--- config.mk ---
export PLATFORM = sky130hd
export DESIGN_NAME = id_ex_skid_pipe_flat
export DESIGN_NICKNAME = d
export VERILOG_FILES = /design/src/rtl/id_ex_skid_if.sv /design/src/rtl/id_ex_skid_pipe.sv /design/src/flat_wrapper.sv
export SDC_FILE = /design/constraint.sdc
export NUM_CORES = 1
export LEC_CHECK = 0
export BUFFER_PORTS_ARGS = -buffer_cell sky130_fd_sc_hd__buf_2
export CAP_MARGIN = 5
export CORE_MARGIN = 1.5
export CORE_UTILIZATION = 57
export CTS_BUF_LIST = sky130_fd_sc_hd__clkbuf_8
export CTS_CLUSTER_SIZE = 8
export DETAILED_ROUTE_END_ITERATION = 16
export GPL_TIMING_DRIVEN = 0
export PLACE_DENSITY = 0.8
export SETUP_SLACK_MARGIN = 0.5
export SLEW_MARGIN = 15
export SYNTH_ARGS = -nofsm -noshare
export SYNTH_HDL_FRONTEND = slang
export SYNTH_SLANG_ARGS = --single-unit
--- constraint.sdc ---
create_clock -name clk -period 2.2 [get_ports clk]
set_input_delay 0.11 -clock clk [delete_from_list [all_inputs] [get_ports clk]]
set_output_delay 0.11 -clock clk [all_outputs]
set_load 0.01 [all_outputs]
--- src/rtl/id_ex_skid_if.sv ---
// id_ex_skid_if: decode->execute valid/ready handshake and payload bundle
// master drives the decode side and ex_ready; slave is the skid pipe
interface id_ex_skid_if #(
  parameter int XLEN     = 64,
  parameter int RADDR_W  = 5,
  parameter int ALUOP_W  = 8,
  parameter int ALUSEL_W = 3
);
  logic                id_valid;
  logic                id_ready;
  logic [ALUOP_W-1:0]  id_aluop;
  logic [ALUSEL_W-1:0] id_alusel;
  logic [XLEN-1:0]     id_reg1;
  logic [XLEN-1:0]     id_reg2;
  logic [RADDR_W-1:0]  id_w_rd_addr;
  logic                id_w_reg_e;
  logic                ex_valid;
  logic                ex_ready;
  logic [ALUOP_W-1:0]  ex_aluop;
  logic [ALUSEL_W-1:0] ex_alusel;
  logic [XLEN-1:0]     ex_reg1;
  logic [XLEN-1:0]     ex_reg2;
  logic [RADDR_W-1:0]  ex_w_rd_addr;
  logic                ex_w_reg_e;
  modport master (
    output id_valid, id_aluop, id_alusel, id_reg1, id_reg2, id_w_rd_addr, id_w_reg_e, ex_ready,
    input  id_ready, ex_valid, ex_aluop, ex_alusel, ex_reg1, ex_reg2, ex_w_rd_addr, ex_w_reg_e
  );
  modport slave (
    input  id_valid, id_aluop, id_alusel, id_reg1, id_reg2, id_w_rd_addr, id_w_reg_e, ex_ready,
    output id_ready, ex_valid, ex_aluop, ex_alusel, ex_reg1, ex_reg2, ex_w_rd_addr, ex_w_reg_e
  );
endinterface

--- src/rtl/id_ex_skid_pipe.sv ---
// id_ex_skid_pipe: 2-entry ID->EX skid buffer with flush, x0 write suppression and stall counter
// ports: clk, rst (sync, active-low), flush, bus (id_*/ex_* handshake + payload), stall_cnt
module id_ex_skid_pipe #(
  parameter int XLEN        = 64,
  parameter int RADDR_W     = 5,
  parameter int ALUOP_W     = 8,
  parameter int ALUSEL_W    = 3,
  parameter int STALL_CNT_W = 16,
  parameter logic [ALUOP_W-1:0]  NOP_ALUOP  = '0,
  parameter logic [ALUSEL_W-1:0] NOP_ALUSEL = '0
) (
  input  logic                   clk,
  input  logic                   rst,
  input  logic                   flush,
  id_ex_skid_if.slave            bus,
  output logic [STALL_CNT_W-1:0] stall_cnt
);
  typedef enum logic [1:0] {EMPTY, ONE, FULL} state_t;
  typedef struct packed {
    logic [ALUOP_W-1:0]  aluop;
    logic [ALUSEL_W-1:0] alusel;
    logic [XLEN-1:0]     reg1;
    logic [XLEN-1:0]     reg2;
    logic [RADDR_W-1:0]  rd;
    logic                we;
  } pl_t;
  localparam pl_t BUBBLE = '{aluop: NOP_ALUOP, alusel: NOP_ALUSEL, reg1: '0, reg2: '0, rd: '0, we: 1'b0};
  state_t state;
  pl_t main_q, skid_q, in_pl;
  logic accept, pop;
  // writes to x0 are dropped at capture so execute never sees them enabled
  assign in_pl = '{aluop: bus.id_aluop, alusel: bus.id_alusel, reg1: bus.id_reg1, reg2: bus.id_reg2,
                   rd: bus.id_w_rd_addr, we: bus.id_w_reg_e && |bus.id_w_rd_addr};
  // ready depends only on registered state, never on ex_ready
  assign bus.id_ready     = rst && state != FULL;
  assign bus.ex_valid     = state != EMPTY;
  assign accept           = bus.id_valid && bus.id_ready;
  assign pop              = bus.ex_valid && bus.ex_ready;
  assign bus.ex_aluop     = main_q.aluop;
  assign bus.ex_alusel    = main_q.alusel;
  assign bus.ex_reg1      = main_q.reg1;
  assign bus.ex_reg2      = main_q.reg2;
  assign bus.ex_w_rd_addr = main_q.rd;
  assign bus.ex_w_reg_e   = main_q.we;
  // main reg is reloaded with BUBBLE whenever the buffer empties so ex_* are plain register outputs
  always_ff @(posedge clk) begin
    if (!rst) begin
      state     <= EMPTY;
      main_q    <= BUBBLE;
      skid_q    <= BUBBLE;
      stall_cnt <= '0;
    end else begin
      if (bus.ex_valid && !bus.ex_ready && !(&stall_cnt)) stall_cnt <= stall_cnt + 1'b1;
      if (flush) begin
        state  <= EMPTY;
        main_q <= BUBBLE;
      end else begin
        case (state)
          EMPTY: if (accept) begin
            state  <= ONE;
            main_q <= in_pl;
          end
          ONE: if (accept && pop) main_q <= in_pl;
          else if (accept) begin
            state  <= FULL;
            skid_q <= in_pl;
          end else if (pop) begin
            state  <= EMPTY;
            main_q <= BUBBLE;
          end
          FULL: if (pop) begin
            state  <= ONE;
            main_q <= skid_q;
          end
          default: begin
            state  <= EMPTY;
            main_q <= BUBBLE;
          end
        endcase
      end
    end
  end
endmodule

--- src/flat_wrapper.sv ---
// flat-port wrapper written by rule: the top's interface ports become plain ports
module id_ex_skid_pipe_flat 
#(
  parameter int XLEN        = 64,
  parameter int RADDR_W     = 5,
  parameter int ALUOP_W     = 8,
  parameter int ALUSEL_W    = 3,
  parameter int STALL_CNT_W = 16,
  parameter logic [ALUOP_W-1:0]  NOP_ALUOP  = '0,
  parameter logic [ALUSEL_W-1:0] NOP_ALUSEL = '0
)
  (clk, rst, flush, stall_cnt, bus_id_valid, bus_id_aluop, bus_id_alusel, bus_id_reg1, bus_id_reg2, bus_id_w_rd_addr, bus_id_w_reg_e, bus_ex_ready, bus_id_ready, bus_ex_valid, bus_ex_aluop, bus_ex_alusel, bus_ex_reg1, bus_ex_reg2, bus_ex_w_rd_addr, bus_ex_w_reg_e);
  id_ex_skid_if #(.XLEN(XLEN), .RADDR_W(RADDR_W), .ALUOP_W(ALUOP_W), .ALUSEL_W(ALUSEL_W)) bus_i ();
  input  logic clk;
  input  logic rst;
  input  logic flush;
  output logic [STALL_CNT_W-1:0] stall_cnt;
  input wire logic [$bits(bus_i.id_valid)-1:0] bus_id_valid;
  input wire logic [$bits(bus_i.id_aluop)-1:0] bus_id_aluop;
  input wire logic [$bits(bus_i.id_alusel)-1:0] bus_id_alusel;
  input wire logic [$bits(bus_i.id_reg1)-1:0] bus_id_reg1;
  input wire logic [$bits(bus_i.id_reg2)-1:0] bus_id_reg2;
  input wire logic [$bits(bus_i.id_w_rd_addr)-1:0] bus_id_w_rd_addr;
  input wire logic [$bits(bus_i.id_w_reg_e)-1:0] bus_id_w_reg_e;
  input wire logic [$bits(bus_i.ex_ready)-1:0] bus_ex_ready;
  output wire logic [$bits(bus_i.id_ready)-1:0] bus_id_ready;
  output wire logic [$bits(bus_i.ex_valid)-1:0] bus_ex_valid;
  output wire logic [$bits(bus_i.ex_aluop)-1:0] bus_ex_aluop;
  output wire logic [$bits(bus_i.ex_alusel)-1:0] bus_ex_alusel;
  output wire logic [$bits(bus_i.ex_reg1)-1:0] bus_ex_reg1;
  output wire logic [$bits(bus_i.ex_reg2)-1:0] bus_ex_reg2;
  output wire logic [$bits(bus_i.ex_w_rd_addr)-1:0] bus_ex_w_rd_addr;
  output wire logic [$bits(bus_i.ex_w_reg_e)-1:0] bus_ex_w_reg_e;
  assign bus_i.id_valid = bus_id_valid;
  assign bus_i.id_aluop = bus_id_aluop;
  assign bus_i.id_alusel = bus_id_alusel;
  assign bus_i.id_reg1 = bus_id_reg1;
  assign bus_i.id_reg2 = bus_id_reg2;
  assign bus_i.id_w_rd_addr = bus_id_w_rd_addr;
  assign bus_i.id_w_reg_e = bus_id_w_reg_e;
  assign bus_i.ex_ready = bus_ex_ready;
  assign bus_id_ready = bus_i.id_ready;
  assign bus_ex_valid = bus_i.ex_valid;
  assign bus_ex_aluop = bus_i.ex_aluop;
  assign bus_ex_alusel = bus_i.ex_alusel;
  assign bus_ex_reg1 = bus_i.ex_reg1;
  assign bus_ex_reg2 = bus_i.ex_reg2;
  assign bus_ex_w_rd_addr = bus_i.ex_w_rd_addr;
  assign bus_ex_w_reg_e = bus_i.ex_w_reg_e;
  id_ex_skid_pipe #(.XLEN(XLEN), .RADDR_W(RADDR_W), .ALUOP_W(ALUOP_W), .ALUSEL_W(ALUSEL_W), .STALL_CNT_W(STALL_CNT_W), .NOP_ALUOP(NOP_ALUOP), .NOP_ALUSEL(NOP_ALUSEL)) u_core (.clk(clk), .rst(rst), .flush(flush), .bus(bus_i), .stall_cnt(stall_cnt));
endmodule
* Word level (Yosys, flattened, before mapping) *
Cells that the tools add are included.

operators by class
  equality and inequality tests = 9
  $add $sub $neg = 1
  reductions and logical operators = 17
  mux-type cells = 12
  bitwise logic cells = 3

operators by type and width
  operator               count
  $mux 145               5
  $pmux 145 s3           1
  $add 16x1->16 const B  1
  $reduce_and 16->1      1
  $reduce_and 4->1       3
  $mux 2                 5
  $logic_and 1x1->1      7
  $ne 3x1->1 const B     2
  $pmux 2 s3             1
  $reduce_or 5->1        1
  $ne 2x1->1 const B     2
  $ne 2x2->1 const B     2
  $ne 3x3->1 const B     1
  $not 1->1              3
  $eq 2x1->1 const B     1
  $eq 2x2->1 const B     1
  $logic_not 1->1        2
  $logic_not 2->1        1
  $reduce_bool 2->1      1
  $reduce_or 2->1        1

storage, ports and cells
  input port bits = 150
  output and inout bits = 163
  register bits = 308

* Longest topological paths before layout *
  depth in word-level cells = 6
  depth in mapped cells = 8
  mapped depth without buffers = 5

* Worst setup path after synthesis *
Ideal clock, no wire load.

  path type = register to register
  start point = register u_core.stall_cnt[4]
  end point = register u_core.stall_cnt[13]
  library setup time = 0.070 ns
  arrival time = 1.720 ns
  setup slack = 0.410 ns
  cell stages (with the launch flop) = 6
  buffers on the path = 1
  cells stage by stage = dfxtp_1 > nand4_2 > or3_1 > buf_2 > or4_1 > a21oi_1

on the way
  longest elaborated chain between the ends = 3

ends and longest elaborated chain
  element                                                RTL line               text
  from (decl)                                            id_ex_skid_pipe.sv:16  output logic [STALL_CNT_W-1:0] stall_cnt
  from (signal assigned)                                 id_ex_skid_pipe.sv:53  if (bus.ex_valid && !bus.ex_ready && !(&stall_cnt)) stall_cnt <= stall_cnt + 1'b1;
  branches (longest 3 deep; another with $add 16x1->16)  --

Parallel ways; which one is timed is not known.
A chain may end at the register's enable or synchronous reset.

* Worst setup path in the final report *
  start point = input bus_ex_ready
  end point = register u_core.main_q, in the netlist u_core.bus.ex_reg1[60]

on the way
  longest elaborated chain between the ends = 4

ends and longest elaborated chain
  element                                                     RTL line               text
  from (decl)                                                 flat_wrapper.sv:25     input wire logic [$bits(bus_i.ex_ready)-1:0] bus_ex_ready;
  $logic_and 1x1->1 *                                         id_ex_skid_pipe.sv:38  assign pop = bus.ex_valid && bus.ex_ready;
  $logic_and 1x1->1                                           id_ex_skid_pipe.sv:63  ONE: if (accept && pop) main_q <= in_pl;
  $ne 3x3->1 (no line) (tied with other cells)                --
  $reduce_and 4->1 (no line) or $pmux 145 s3 (tied branches)  --
  to (signal assigned)                                        id_ex_skid_pipe.sv:61  main_q <= in_pl;
  to (signal assigned)                                        id_ex_skid_pipe.sv:63
  to (signal assigned)                                        id_ex_skid_pipe.sv:73  main_q <= skid_q;
  to (decl)                                                   id_ex_skid_pipe.sv:29  pl_t main_q, skid_q, in_pl;

Mark *: on every way between the ends. The rest lies on a longest branch, timed or not.

==> summary.md <==
| Metric | Value |
|---|---|
| Post-synth EDFFs | `0` |
| Post-synthesis sequential area ratio | `between 40% and 50%` |
| NumNets Final | `2624` |
| Worst-Margin Slew | `a little over 1 ns` |
| Fin area | `roughly 0.022 mm2` |
| Total CTS buffers | `just over 50` |
| Rel. slew slack | `between 30% and 40%` |
| DRC Markers | `0` |
| Top cells by count, synth | `446 x a21oi_1, 446 x nand2_1, 308 x dfxtp_1` |
| Syn Std Cell Area | `~0.014 mm2` |
| Final setup violation count | `0` |
| Fillcell total | `1161` |
| Reg area | `roughly 0.0062 mm2` |
| CP Data Required Time | `roughly 2.6 ns` |
| CTS tree | `done` |
| PortBufs | `approximately 310` |
| Detail Placement HPWL | `between 30000 and 40000 um` |
| Met3 Usage GRT | `7.627%` |
| # rows | `57` |
| DP Area | `~0.016 mm2` |
| Congestion Overflow GR | `0` |
| GR peak layer | `met2` |
| Clock slew at reported path FFs | `0.06 ns` |
| Die width | `roughly 160 um` |
| Synth Register Bits | `between 300 and 400` |
| Max VDD drop | `0.5264 mV` |
| Syn Inst Count | `1901` |
| Die area | `0.02600 mm2` |
| RSZ-0062 raised after global routing | `yes` |
| CTS max path bufs | `3` |
| Setup Skew | `between 0.01 and 0.015 ns` |
| GRT Resource Usage Total | `between 30% and 40%` |
| CP max stage cell | `clkbuf_1` |
| IO Pins | `between 300 and 400` |
| Crit Path Class | `in -> reg` |
| Post-layout util | `88.77%` |
| Worst-path cell chain | `buf_2, buf_2, nand3_1, buf_2, buf_2, clkbuf_1, a21oi_1, o211ai_1, a21oi_1` |
| First-pass GRT wire length | `approximately 77000 um` |
| Yosys cell types | `42` |
| Syn Nets | `2052` |
| Largest cells by area after synthesis | `dfxtp_1 43%, a21oi_1 16%, nand2_1 12%` |
| Top cell type's share of synthesized area | `about 43%` |
| Area leader, netlist | `dfxtp_1` |
| DRT Wirelength | `57950 um` |
| Asr flop ratio synth | `0%` |
| Worst-path fanout max | `10` |
| Minimum clock period after layout | `a little under 2 ns` |
| HP Class | `in -> reg` |
| Vias | `roughly 17000` |
| CP dominant cell by count | `buf_2` |
| Pwr dens | `between 500 and 600 mW/mm2` |
| Routed via count divided by cell count | `between 6 and 7` |
| Status | `finished, final reports clean` |
| Max-cap check violation count | `0` |
| Max incr delay on CP | `between 0.4 and 0.5 ns` |
| Yosys warnings | `0` |
| Area Growth Syn to Fin | `52.12%` |
| Skew-Pair Late Insertion Delay | `a little under 0.6 ns` |
| Initial antenna violation count | `6` |
| Footprint of the multi-input gates | `approximately 0.0085 mm2` |
| GR Layer Usage met2 | `61.58%` |
| Max Freq | `between 500 and 600 MHz` |
| Final Wtd Congestion | `about 0.89` |
| Core Box Area | `roughly 0.024 mm2` |
| Root buffer cell | `clkbuf_8` |
| Setup TNS | `0 ns` |
| Final worst-path cycle share | `approximately 90%` |
| Final Slew Violations | `0` |
| Starting Density | `between 50% and 60%` |
| Initial drt markers | `between 2000 and 2500` |
| GR Layer Usage met1 | `44.11%` |
| Crit path DAT | `2.41 ns` |
| Routed WL per cell | `between 20 and 25 um` |
| Largest net degree at the start of global routing | `13` |
| Layout cells sized above 1 | `about a third` |
| Height of the die | `~160 um` |
| Startpoint Class | `input pin` |
| Vias in the first global route | `between 15000 and 20000` |
| Clock sink total | `between 300 and 400` |
| Syn avg cell area | `7.509 um2` |
| Leak Pwr | `~8.7 nW` |
| Htree depth | `2` |
| Top_reg_cell synth | `dfxtp_1` |
| CP Capture Type | `flop` |
| Antenna-violating nets left | `0` |
| Final Hold Vio Count | `0` |
| Overall power | `roughly 13 mW` |
| Drt pass-1 iters | `7` |
power breakdown:
group	total, mW	switching, mW	internal (mW)	leakage, nW
sequential	5.72	0.0569	5.67	2.49
clock	5.12	2.45	2.67	0.598
combinational	1.81	0.978	0.836	5.57
total	12.7	3.48	9.17	8.66
placed cells by master (no fill, tap or decap), types with 9 or more instances in the layout:
master,instances
a21oi_2,95
nand2b_1,154
clkbuf_1,51
nand2_1,349
a21oi_1,351
mux2i_1,9
clkbuf_16,28
and2_1,144
clkbuf_2,44
buf_2,322
dfxtp_1,300
inv_1,24
buf_12,10
buf_6,28
nand2_4,79
nand2_2,18
buf_4,26
clkbuf_8,76
buf_8,25
dlygate4sd3_1,149
o211ai_1,144
worst paths after layout:
check                         start                      to  slack (ns)  cells after the start
max                    bus_ex_ready  u_core.bus.ex_reg1[60]        0.23                      9
min                    bus_ex_ready     u_core.stall_cnt[6]        0.03                      4
max reg2reg         u_core.state[0]  u_core.bus.ex_reg1[60]        0.26                      8
min reg2reg  u_core.bus.ex_reg1[15]  u_core.bus.ex_reg1[15]        0.45                      2
registers in the layout, summed over array words and instances, names as in the netlist, 2 cells and up:
register                 count
u_core.bus.ex_aluop          8
u_core.bus.ex_alusel         3
u_core.bus.ex_reg1          64
u_core.bus.ex_reg2          64
u_core.bus.ex_w_rd_addr      5
u_core.skid_q              145
u_core.stall_cnt            16
u_core.state                 2
routing by layer:
layer / wire [um] / vias up / part of all wire [%]
li1: - / 7590 / -
met1: 20750 / 8060 / 36
met2: 27190 / 1286 / 47
met3: 6071 / 348 / 10
met4: 3937 / 0 / 6.8
met5: 0 / - / 0
stage by stage:
step	hold slack (ns)	setup slack, ns	std cells
after detailed placement	0.3676	-0.2580	2537
after global placement	0.3635	-0.2400	2537
final	0.03368	0.2285	2841
after floorplan	0.2460	0.5024	1901
after global routing	0.04688	0.2373	2841
after CTS	0.03628	0.3822	2804
timing repair:
item / 4_1_cts / 5_1_grt
pin swaps: 19 / 189
gates resized for setup: 241 / 415
gates cloned: 9 / 20
hold buffers: 150 / 0
setup endpoints to repair: 304 / 305
setup buffers: 17 / 11
hold endpoints to repair: 163 / 0
critical path, delay by kind of cell:
kind,cells,cell delay (ns)
compound gates,3,0.64
simple gates,1,0.12
buf+inv,5,1.52
final cells by class:
cell class / instances / share of cell area [%]
antenna: 6 / 0.06914
buffer: 182 / 7.208
clock buffer: 66 / 4.183
clock inverter: 25 / 0.4667
inverter: 3 / 0.05186
multi-input combinational: 1408 / 39.18
sequential: 308 / 28.46
tap: 324 / 1.867
timing repair buffer: 519 / 18.51
logic make-up (layout without fill, tap and decap cells):
logic type / count (synthesis) / in the layout / share of synthesized area, %
buffers and inverters: 185 / 795 / 5.119
AO/OA/AOI/OAI: 609 / 609 / 24.25
flip-flops: 308 / 308 / 43.19
multiplexers: 9 / 9 / 0.6311
other: 0 / 6 / 0
adder cells (fa/ha/maj): 1 / 1 / 0.08764
AND/OR/NAND/NOR: 789 / 789 / 26.72
Note: power is estimated with default switching activity, not from simulation.
